--- src/rtl/fp_int_convert_if.sv ---
// Handshake and data bundle between the FP pipeline control and fp_int_convert.
interface fp_int_convert_if;
  logic        start;
  logic        dir;
  logic [31:0] operand;
  logic        busy;
  logic        done;
  logic [31:0] result;
  logic        inexact;
  logic        invalid;

  modport master (
    output start, dir, operand,
    input  busy, done, result, inexact, invalid
  );

  modport slave (
    input  start, dir, operand,
    output busy, done, result, inexact, invalid
  );
endinterface

--- src/rtl/fp_int_convert.sv ---
// Serial int32 <-> float32 converter: one shift of a single magnitude register per cycle,
// truncating toward zero in both directions.
module fp_int_convert (
  input  logic            clk,
  input  logic            rst_n,
  fp_int_convert_if.slave bus
);
  typedef enum logic [1:0] {S_IDLE, S_NORM, S_DONE} state_t;

  state_t      r_state, w_state_nxt;
  logic        r_dir, r_sign, r_special, r_sticky, r_sp_inx, r_sp_inv;
  logic [32:0] r_mag;
  logic [7:0]  r_cnt;
  logic [31:0] r_result;
  logic        r_inexact, r_invalid;

  logic        w_accept, w_fin;
  logic [7:0]  w_e;
  logic [22:0] w_f;
  logic [31:0] w_abs;
  logic [32:0] w_cap_mag;
  logic [7:0]  w_cap_cnt;
  logic        w_cap_special, w_cap_inx, w_cap_inv;

  assign w_accept = bus.start && (r_state != S_NORM);
  assign w_fin    = (r_state == S_NORM) &&
                    (r_special || (!r_dir && r_mag[31]) || (r_dir && (r_cnt == 8'd0)));
  assign w_e      = bus.operand[30:23];
  assign w_f      = bus.operand[22:0];
  // 32-bit negate yields the right unsigned magnitude even for 0x80000000
  assign w_abs    = bus.operand[31] ? (~bus.operand + 32'd1) : bus.operand;

  // Special results are parked in the magnitude register and emitted on the first NORM edge
  always_comb begin
    w_cap_mag     = '0;
    w_cap_cnt     = '0;
    w_cap_special = 1'b0;
    w_cap_inx     = 1'b0;
    w_cap_inv     = 1'b0;
    if (!bus.dir) begin
      w_cap_mag     = {1'b0, w_abs};
      w_cap_cnt     = 8'd158;
      w_cap_special = (bus.operand == 32'd0);
    end else if (w_e == 8'hFF) begin
      w_cap_special   = 1'b1;
      w_cap_inv       = 1'b1;
      w_cap_mag[31:0] = ((w_f != 23'd0) || !bus.operand[31]) ? 32'h7FFF_FFFF : 32'h8000_0000;
    end else if (bus.operand == 32'hCF00_0000) begin
      w_cap_special   = 1'b1;
      w_cap_mag[31:0] = 32'h8000_0000;
    end else if (w_e >= 8'd158) begin
      w_cap_special   = 1'b1;
      w_cap_inv       = 1'b1;
      w_cap_mag[31:0] = bus.operand[31] ? 32'h8000_0000 : 32'h7FFF_FFFF;
    end else if (w_e < 8'd127) begin
      // e==0 flushes to an exact zero; any other small exponent is a nonzero fraction
      w_cap_special = 1'b1;
      w_cap_inx     = (w_e != 8'd0);
    end else begin
      w_cap_mag = {1'b0, 1'b1, w_f, 8'd0};
      w_cap_cnt = 8'd158 - w_e;
    end
  end

  always_ff @(posedge clk or negedge rst_n) begin
    if (!rst_n) r_state <= S_IDLE;
    else        r_state <= w_state_nxt;
  end

  always_comb begin
    w_state_nxt = r_state;
    case (r_state)
      S_IDLE:  if (w_accept) w_state_nxt = S_NORM;
      S_NORM:  if (w_fin)    w_state_nxt = S_DONE;
      S_DONE:  w_state_nxt = w_accept ? S_NORM : S_IDLE;
      default: w_state_nxt = S_IDLE;
    endcase
  end

  always_ff @(posedge clk or negedge rst_n) begin
    if (!rst_n) begin
      r_dir     <= 1'b0;
      r_sign    <= 1'b0;
      r_special <= 1'b0;
      r_sticky  <= 1'b0;
      r_sp_inx  <= 1'b0;
      r_sp_inv  <= 1'b0;
      r_mag     <= '0;
      r_cnt     <= '0;
      r_result  <= '0;
      r_inexact <= 1'b0;
      r_invalid <= 1'b0;
    end else if (w_accept) begin
      r_dir     <= bus.dir;
      r_sign    <= bus.operand[31];
      r_special <= w_cap_special;
      r_sticky  <= 1'b0;
      r_sp_inx  <= w_cap_inx;
      r_sp_inv  <= w_cap_inv;
      r_mag     <= w_cap_mag;
      r_cnt     <= w_cap_cnt;
    end else if (r_state == S_NORM) begin
      if (r_special) begin
        r_result  <= r_mag[31:0];
        r_inexact <= r_sp_inx;
        r_invalid <= r_sp_inv;
      end else if (!r_dir) begin
        // r_cnt doubles as the biased exponent while normalizing left
        if (r_mag[31]) begin
          r_result  <= {r_sign, r_cnt, r_mag[30:8]};
          r_inexact <= |r_mag[7:0];
          r_invalid <= 1'b0;
        end else begin
          r_mag <= r_mag << 1;
          r_cnt <= r_cnt - 8'd1;
        end
      end else begin
        if (r_cnt == 8'd0) begin
          r_result  <= r_sign ? -r_mag[31:0] : r_mag[31:0];
          r_inexact <= r_sticky;
          r_invalid <= 1'b0;
        end else begin
          r_sticky <= r_sticky | r_mag[0];
          r_mag    <= r_mag >> 1;
          r_cnt    <= r_cnt - 8'd1;
        end
      end
    end
  end

  assign bus.busy    = (r_state == S_NORM);
  assign bus.done    = (r_state == S_DONE);
  assign bus.result  = r_result;
  assign bus.inexact = r_inexact;
  assign bus.invalid = r_invalid;
endmodule

--- src/flat_wrapper.sv ---
// flat-port wrapper written by rule: the top's interface ports become plain ports
module fp_int_convert_flat 
  (clk, rst_n, bus_start, bus_dir, bus_operand, bus_busy, bus_done, bus_result, bus_inexact, bus_invalid);
  fp_int_convert_if bus_i ();
  input  logic clk;
  input  logic rst_n;
  input wire logic [$bits(bus_i.start)-1:0] bus_start;
  input wire logic [$bits(bus_i.dir)-1:0] bus_dir;
  input wire logic [$bits(bus_i.operand)-1:0] bus_operand;
  output wire logic [$bits(bus_i.busy)-1:0] bus_busy;
  output wire logic [$bits(bus_i.done)-1:0] bus_done;
  output wire logic [$bits(bus_i.result)-1:0] bus_result;
  output wire logic [$bits(bus_i.inexact)-1:0] bus_inexact;
  output wire logic [$bits(bus_i.invalid)-1:0] bus_invalid;
  assign bus_i.start = bus_start;
  assign bus_i.dir = bus_dir;
  assign bus_i.operand = bus_operand;
  assign bus_busy = bus_i.busy;
  assign bus_done = bus_i.done;
  assign bus_result = bus_i.result;
  assign bus_inexact = bus_i.inexact;
  assign bus_invalid = bus_i.invalid;
  fp_int_convert u_core (.clk(clk), .rst_n(rst_n), .bus(bus_i));
endmodule
--- config.mk ---
export PLATFORM = sky130hd
export DESIGN_NAME = fp_int_convert_flat
export DESIGN_NICKNAME = d
export VERILOG_FILES = /design/src/rtl/fp_int_convert_if.sv /design/src/rtl/fp_int_convert.sv /design/src/flat_wrapper.sv
export SDC_FILE = /design/constraint.sdc
export NUM_CORES = 1
export LEC_CHECK = 0
export CORE_MARGIN = 3
export CORE_UTILIZATION = 56
export DETAILED_ROUTE_END_ITERATION = 10
export PLACE_DENSITY = 0.79
export SLEW_MARGIN = 20
export SYNTH_ARGS = -nofsm -noshare
export SYNTH_HDL_FRONTEND = slang
export SYNTH_SLANG_ARGS = --single-unit
--- constraint.sdc ---
create_clock -name clk -period 6.1 [get_ports clk]
set_clock_uncertainty 0.2 [all_clocks]
set_input_delay 0.915 -clock clk [delete_from_list [all_inputs] [get_ports clk]]
set_output_delay 0.915 -clock clk [all_outputs]
set_load 0.02 [all_outputs]
==> metrics.md, run 1 <==
| Metric | Value |
|---|---|
| First-pass GRT wire length | `32.64 mm` |
| Slew Viols, Final | `0` |
| Vias | `about 6700` |
| Sink Count | `between 80 and 90` |
| Max FO, Critical Path | `26` |
| GRT Total Usage | `0.3082` |
| Reg2Reg Depth | `8` |
| Largest family of logic cells by synthesized area | `compound AO/OA/AOI/OAI gates` |
| Nets | `863` |
| Flop pwr share | `0.322` |
| FF-to-FF End | `u_core.r_mag[9]` |
| # diodes | `0` |
| Commonest register cell after synthesis | `dfrtp_1` |
| Worst skew pair latency | `0.35 ns` |
| TritonCTS clock tree | `built` |
| Critical Path End Type | `flop` |
| Slew at the pin closest to its max-slew limit | `1.097 ns` |
| GR Overflow Total | `0` |
| Pre-CTS WS | `1.740 ns` |
| CTS Hold Bufs | `0` |
| Area share of fa/ha/maj cells after synthesis | `0.01337` |
| Tcrit/Tclk final | `0.6611` |
| Area growth from synthesis to layout | `13.39%` |
| Remaining routing DRC violations | `0` |
| Drt wl/cell | `20.59 um` |
| Post-synth EDFFs | `0` |
| Placed cell areas | `0.007141 sq mm` |
| Final WL | `19.87 mm` |
| CP endpoint | `u_core.r_cnt[4]` |
| Hold Path Class | `flop to flop` |
| Placed Cells incl. Taps | `949` |
| Mapped Nets | `857` |
| Iter 0 DRT Violations | `837` |
| Initial core utilization | `0.5886` |
| Post-Syn Area | `~0.0065 sq mm` |
| Worst ir drop on vdd | `between 0.2 and 0.3 mV` |
| Simple-Gate Fraction of Synth Area | `0.2002` |
| Netlist cell types | `74` |
| Crit path launch | `bus_operand[23]` |
| Fmax | `~0.25 GHz` |
| Compound-Gate Fraction of Synth Area | `0.3194` |
| Sequential area share after synthesis | `0.3133` |
| First-pass detailed-route iteration total | `6` |
| Min setup slack post-route | `between 2 and 2.5 ns` |
| Power Internal | `1.993 mW` |
| Vias per cell | `6.923` |
| Async SR Flop Fraction | `1.000` |
| Syn_area_per_cell | `8.045 sq um` |
| Die area | `approximately 0.013 sq mm` |
| Final cell count without fillers | `965` |
| Maximum number of pins on one net before global-route repair | `83` |
| Post-synthesis xor/xnor area fraction | `0.05483` |
| Clock power share | `0.131` |
| Die span in y | `114.1 um` |
| Commonest non-fill, non-tap cell in the layout | `dfrtp_1` |
| FP Rows | `38` |
| Clk buf depth | `2` |
| Sw frac | `0.4941` |
| Most frequent cells in the layout | `dfrtp_1 (82), nor2_1 (75), o21ai_0 (75)` |
| Mux cell area share after synthesis | `0.02942` |
| Vias in the first global route | `6205` |
| Port Buf Inserts | `71` |
| Switch Pwr | `1.947 mW` |
| Antenna Nets Post-Route | `0` |
| Worst R2R Setup Slack | `about 3.0 ns` |
| Yosys reg bits | `82` |
| Hold Slack | `approximately 0.27 ns` |
| R2r startpoint | `u_core.r_state[0]` |
| CTS buffer count | `9` |
| Fin Setup TNS | `0 ns` |
| Power Density | `530.5 mW/mm^2` |
| Comb pwr share | `0.547` |
| Synth Instances | `814` |
| Max_cap viols | `0` |
| Core ar. | `0.01113 sq mm` |
| Final Hold Viols | `0` |
| Cts repair resizes | `0` |
| Initial antenna violation count | `0` |
| CP startpoint kind | `input port` |
| Relative slew slack | `0.2687` |
| Run status | `finished clean` |
| Finish-stage setup viols | `0` |
| Max H-tree Level | `3` |
| Worst-path clk slew | `0.06 ns` |
| Die X-Extent | `114.1 um` |
| Clk root buf | `clkbuf_16` |
| Yosys Warn Count | `0` |
| Fraction of layout instances using a drive strength above 1 | `0.07152` |
| Final Cell Area | `0.007426 sq mm` |
| Tot Pwr | `3.939 mW` |
| Leakage | `2.808 nW` |
| I/O pins | `slightly above 70` |
| Postcts setup bufs | `0` |
| Crit path arrival time | `4.10 ns` |
| Critical Path RT | `6.16 ns` |
| RSZ-0062 raised after global routing | `no` |
| Dpl hpwl | `13.85 mm` |
| Setup CP Type | `input port to flop` |
| Post-Route Utilization | `0.6675` |
| Placer Congestion | `0.9512` |
| Min Tclk post-route | `between 4 and 5 ns` |
## how the worst min path moves through the flow
stage,startpoint,end,slack [ns],cells after the start
after floorplan,u_core.r_sp_inx,u_core.r_sp_inx,0.26,1
after global placement,u_core.bus.invalid,u_core.bus.invalid,0.25,2
after detailed placement,u_core.bus.invalid,u_core.bus.invalid,0.26,2
after CTS,u_core.bus.invalid,u_core.bus.invalid,0.27,2
after global routing,u_core.bus.invalid,u_core.bus.invalid,0.30,2
final,u_core.bus.invalid,u_core.bus.invalid,0.27,2
## area by class of cell
type	count	area [sq um]
fill	981	3700
clock buffer	11	242.7
tap	140	175.2
sequential	82	2052
timing repair buffer	80	774.5
clock inverter	5	37.54
inverter	22	82.58
multi-input combinational	625	4061
## sequential cells by signal (all words and copies together) (netlist names)
register / count
u_core.r_sp_inv: 1
u_core.r_sign: 1
u_core.r_mag: 32
u_core.r_dir: 1
u_core.r_special: 1
u_core.r_cnt: 8
u_core.r_sticky: 1
u_core.bus.inexact: 1
u_core.r_state: 2
u_core.bus.invalid: 1
u_core.r_sp_inx: 1
u_core.bus.result: 32
## cell usage after synthesis, types with 8 or more instances
library cell  count  area [sq um]
dfrtp_1          82          2052
nor2_1           75         281.5
o21ai_0          75         375.4
nand2_1          70         262.8
a21oi_1          54         270.3
clkbuf_1         51         191.4
xnor2_1          32         280.3
a221oi_1         25         219.0
nand3_1          25         125.1
buf_2            23         115.1
inv_1            22         82.58
o31ai_1          20         150.1
o22ai_1          19         118.9
mux2i_1          17         170.2
nor3_1           14         70.07
a31oi_1          11         68.82
a21o_1            9         67.56
and3_1            9         56.30
o41ai_1           9         78.83
xor2_1            9         78.83
a221o_1           8         80.08
o211ai_1          8         60.06
o221ai_1          8         70.07
or3_1             8         50.05
## per-layer routing
metal / routed length (um) / global-route usage / vias up
met5: 0 / 0 / -
met1: 8407 / 0.4446 / 3126
li1: - / - / 3048
met2: 8842 / 0.4602 / 464
met3: 2158 / 0.05867 / 43
met4: 464 / 0.1132 / 0
## cells by family (layout without fill, tap and decap cells)
group / count (synthesis) / in the layout
adder cells (fa/ha/maj): 7 / 7
buffers and inverters: 107 / 118
flip-flops: 82 / 82
AND/OR/NAND/NOR: 254 / 254
multiplexers: 19 / 19
AO/OA/AOI/OAI: 304 / 304
XOR/XNOR: 41 / 41
## worst max-delay path: stages
cell,delay [ns]
clkdlybuf4s50_1,0.64
inv_1,0.17
ha_1,0.23
o2111ai_1,0.32
nand3_1,0.12
o31ai_1,0.22
o31a_1,0.98
o21ai_0,0.27
o21ai_0,0.22
## power groups by stage
stage	sequential (mW)	combinational [mW]	clock (mW)
4_1_cts	1.24	2.13	0.519
2_1_floorplan	1.07	1.62	0
3_3_place_gp	1.23	2.08	0
5_1_grt	1.30	2.37	0.542
6_report	1.27	2.15	0.515
3_5_place_dp	1.25	2.12	0
Note: power is estimated with default switching activity, not from simulation.
==> inputs of run 2 (changes only) <==
clock period = 3.8 ns   (was 6.1 ns; I/O delays follow)
==> metrics.md, run 2 (same netlist as run 1, synthesis figures left out) <==
| Metric | Value |
|---|---|
| Max H-tree Level | `3` |
| Worst ir drop on vdd | `0.4699 mV` |
| Relative slew slack | `0.2341` |
| Core ar. | `0.01113 sq mm` |
| Placer Congestion | `0.9489` |
| Vias | `slightly below 7000` |
| Hold Path Class | `input port to asynchronous set/reset pin` |
| Antenna Nets Post-Route | `0` |
| Finish-stage setup viols | `0` |
| Initial antenna violation count | `0` |
| Slew at the pin closest to its max-slew limit | `1.145 ns` |
| Crit path arrival time | `approximately 3.3 ns` |
| Fmax | `0.3123 GHz` |
| Worst-path clk slew | `0.06 ns` |
| Area growth from synthesis to layout | `16.03%` |
| I/O pins | `72` |
| RSZ-0062 raised after global routing | `no` |
| Max_cap viols | `0` |
| Iter 0 DRT Violations | `865` |
| Critical-path cell list | `clkdlybuf4s50_1, inv_1, ha_1, o2111ai_1, nand3_1, o31ai_1, o31a_1, buf_4, a21oi_1, o22ai_1` |
| Clk root buf | `clkbuf_16` |
| Reg2Reg Depth | `9` |
| Slew Viols, Final | `0` |
| Nets | `880` |
| Maximum number of pins on one net before global-route repair | `83` |
| WP buf/inv | `3` |
| GRT Total Usage | `0.3152` |
| Critical Path End Type | `flop` |
| Fraction of layout instances using a drive strength above 1 | `0.09026` |
| Dpl hpwl | `~14 mm` |
| Final WL | `about 21 mm` |
| Vias in the first global route | `6469` |
| Remaining routing DRC violations | `0` |
| Final Hold Viols | `0` |
| Worst skew pair latency | `~0.35 ns` |
| FP Rows | `38` |
| Vias per cell | `approximately 6.9` |
| Initial core utilization | `0.5886` |
| Sink Count | `82` |
| Crit-path slowest cell | `o31a_1` |
| Drt wl/cell | `20.91 um` |
| Power Density | `860.3 mW/mm^2` |
| Commonest non-fill, non-tap cell in the layout | `dfrtp_1` |
| # diodes | `0` |
| Worst R2R Setup Slack | `0.74 ns` |
| CTS buffer count | `9` |
| First-pass GRT wire length | `33.06 mm` |
| Min Tclk post-route | `3.203 ns` |
| CP max stage delay | `around 0.64 ns` |
| Die area | `0.01303 sq mm` |
| GR Overflow Total | `0` |
| TritonCTS clock tree | `built` |
| Run status | `finished clean` |
| Postcts setup bufs | `0` |
| Cts repair resizes | `0` |
| Tcrit/Tclk final | `0.8428` |
| Setup CP Type | `input port to flop` |
| CP startpoint kind | `input port` |
| FF-to-FF End | `u_core.r_mag[20]` |
| CTS Hold Bufs | `0` |
| Die span in y | `114.1 um` |
| Fin Setup TNS | `0 ns` |
| Port Buf Inserts | `between 70 and 80` |
| Max FO, Critical Path | `17` |
| Clk buf depth | `2` |
| Leakage | `2.912 nW` |
| R2r startpoint | `u_core.r_cnt[0]` |
| Critical Path RT | `approximately 3.9 ns` |
| Most frequent cells in the layout | `dfrtp_1 (82), o21ai_0 (75), nor2_1 (74)` |
| Tot Pwr | `6.537 mW` |
| Delay-heaviest family, CP | `compound AO/OA/AOI/OAI gates` |
| Die X-Extent | `between 100 and 150 um` |
| Fill cells | `938` |
| First-pass detailed-route iteration total | `6` |
==> run 2: final cells by class <==
class | instances | area [sq um] | area share
timing repair buffer | 97 | 907.1 | 0.1194
multi-input combinational | 625 | 4054 | 0.5335
inverter | 22 | 82.58 | 0.01087
clock inverter | 6 | 88.84 | 0.01169
tap | 140 | 175.2 | 0.02305
sequential | 82 | 2052 | 0.2700
clock buffer | 10 | 239.0 | 0.03145
==> run 2: worst max-delay path by stage <==
stage,from,endpoint,cells after the start
floorplan,bus_operand[1],u_core.r_mag[9],8
global placement,bus_operand[23],u_core.r_mag[10],10
detailed placement,bus_operand[23],u_core.r_mag[10],10
CTS,bus_operand[23],u_core.r_mag[10],10
global route,bus_operand[23],u_core.r_mag[19],10
finish,bus_operand[23],u_core.r_mag[10],10
==> run 2: through the flow <==
stage               instance area [sq um]  utilization  hold WS, ns  setup slack (ns)  instances
CTS                                  7592       0.6824       0.2586            0.6172        982
finish                               7599       0.6830      0.02350            0.5975        982
detailed placement                   7264       0.6529       0.2663            0.2779        966
floorplan                            6549            -      0.07441             1.172        814
global route                         7599       0.6830       0.1324            0.3469        982
global placement                     7264       0.6529       0.2503            0.3616        966
==> run 2: per-layer routing <==
metal  vias to the layer above  routed length (um)  GRT usage
met1                      3141                8455     0.4387
met5                         -                   0          0
met4                         0                 547     0.1314
met2                       440                9347     0.4902
met3                        64                2181    0.04915
li1                       3093                   -          -
==> run 2: report_power, final <==
part	internal, mW	switching, mW	leakage (nW)
sequential	1.29	0.776	0.987
combinational	1.48	2.01	1.77
clock	0.595	0.381	0.155
==> inputs of run 3 (changes only) <==
CORE_UTILIZATION = 52   (was 56)
PLACE_DENSITY = 0.77   (was 0.79)
clock period = 2.7 ns   (was 3.8 ns; I/O delays follow)
==> metrics.md, run 3 (same netlist as run 1, synthesis figures left out) <==
| Metric | Value |
|---|---|
| Run status | `finished clean` |
| Met3 wire length | `1.916 mm` |
| Sequential Area | `between 0.002 and 0.0025 sq mm` |
| Drt wl/cell | `19.45 um` |
| # diodes | `0` |
| Relative slew slack | `0.2806` |
| GR Overflow Total | `0` |
| Iter 0 DRT Violations | `approximately 970` |
| Slew at the pin closest to its max-slew limit | `between 1 and 1.5 ns` |
| Clk buf depth | `2` |
| First-pass detailed-route iteration total | `5` |
| Initial core utilization | `0.5385` |
| Most frequent cells in the layout | `buf_4 (131), dfrtp_1 (82), nor2_1 (74), o21ai_0 (74)` |
| Final WL | `around 22 mm` |
| Die span in y | `118.2 um` |
| GRT Total Usage | `0.3058` |
| Finish-stage setup viols | `0` |
| Critical Path End Type | `flop` |
| Die X-Extent | `118.2 um` |
| Clk root buf | `clkbuf_16` |
| DR top layer | `met4` |
| Area growth from synthesis to layout | `30.03%` |
| I/O pins | `72` |
| Placer Congestion | `0.9707` |
| Die area | `between 0.01 and 0.015 sq mm` |
| First-pass GRT wire length | `~35 mm` |
| Min setup slack post-route | `0.1114 ns` |
| Worst-path clk slew | `about 0.06 ns` |
| Pre-CTS WS | `-0.2250 ns` |
| Initial antenna violation count | `0` |
| Sink Count | `82` |
| Commonest non-fill, non-tap cell in the layout | `buf_4` |
| Post-Route Utilization | `0.7002` |
| Fill cells | `~1000` |
| Metal2 WL | `9.893 mm` |
| Hold Path Stages | `2` |
| Slew Viols, Final | `0` |
| Min Tclk post-route | `approximately 2.6 ns` |
| RSZ-0062 raised after global routing | `no` |
| FP Rows | `40` |
| Max_cap viols | `0` |
| Nets | `991` |
| Antenna Nets Post-Route | `0` |
| Fmax | `0.3863 GHz` |
| Tcrit/Tclk final | `0.9587` |
| Worst ir drop on vdd | `slightly below 0.5 mV` |
| Core ar. | `0.01216 sq mm` |
| Crit path arrival time | `around 2.6 ns` |
| Power Density | `1144 mW/mm^2` |
| CTS buffer count | `9` |
| Dpl hpwl | `16.33 mm` |
| Remaining routing DRC violations | `0` |
| Fraction of layout instances using a drive strength above 1 | `0.1973` |
| Setup CP Type | `input port to flop` |
| Hold Path Class | `flop to flop` |
| Max H-tree Level | `3` |
| WL met1 | `9.158 mm` |
| Reg2Reg Depth | `9` |
| Final Hold Viols | `0` |
| Vias per cell | `6.459` |
| Port Buf Inserts | `71` |
| Max FO, Critical Path | `7` |
| TritonCTS clock tree | `built` |
| Maximum number of pins on one net before global-route repair | `83` |
| Leakage | `3.458 nW` |
| Multi-input logic area | `approximately 0.0041 sq mm` |
| Vias in the first global route | `7028` |
| CP startpoint kind | `input port` |
| Critical Path RT | `2.74 ns` |
| Worst skew pair latency | `0.36 ns` |
| Vias | `about 7200` |
-- run 3: timing repair --
item                                    in CTS  in global routing
hold buffers                                 0                  1
hold endpoints to repair                     0                 74
endpoints found under the setup margin       0                 33
buffers inserted                             0                  0
gates resized for setup                      0                  5
-- run 3: worst paths after layout --
kind	slack, ns	startpoint	endpoint
min in group asynchronous	0.44	rst_n	u_core.bus.result[7]
worst min-delay path	0.27	u_core.bus.invalid	u_core.bus.invalid
worst max register to register	0.12	u_core.r_cnt[1]	u_core.r_mag[19]
worst min register to register	0.27	u_core.bus.invalid	u_core.bus.invalid
max in group asynchronous	1.30	rst_n	u_core.bus.result[6]
worst max-delay path	0.11	bus_operand[23]	u_core.r_mag[25]
-- run 3: critical path, cell delays in order --
cell and delay, ns:
clkdlybuf4s50_1 0.52, inv_1 0.08, ha_1 0.20, o2111ai_1 0.24, a21oi_1 0.14, o21ai_0 0.35, buf_4 0.20, o21ai_4 0.08
a21o_1 0.18, a32o_1 0.24
-- run 3: cell type report --
| type | instances | share of cell area |
|---|---|---|
| multi-input combinational | 625 | 0.4785 |
| sequential | 82 | 0.2410 |
| timing repair buffer | 208 | 0.2120 |
| clock buffer | 11 | 0.02968 |
| tap | 168 | 0.02468 |
| inverter | 22 | 0.009697 |
| clock inverter | 5 | 0.004408 |
-- run 3: report_power, final --
group | switching [mW] | internal, mW
Combinational | 3.45 | 2.59
Clock | 0.524 | 0.676
Sequential | 0.679 | 1.83
-- run 3: metrics by stage --
stage	total power [mW]	setup TNS [ns]	hold WS, ns	instances	instance area (sq um)
2_1_floorplan	6.090	0	-0.09059	814	6549
5_1_grt	10.36	0	0.2820	1121	8516
6_report	9.742	0	0.2691	1121	8516
3_3_place_gp	8.185	-2.267	0.2541	1104	8188
3_5_place_dp	8.354	-5.362	0.2648	1104	8188
4_1_cts	9.591	0	0.08884	1120	8478
-- run 3: layer usage --
layer	global-route usage	vias to the layer above
met5	0	-
met4	0.1524	0
met3	0.05311	78
met2	0.4830	462
met1	0.4040	3392
li1	-	3308
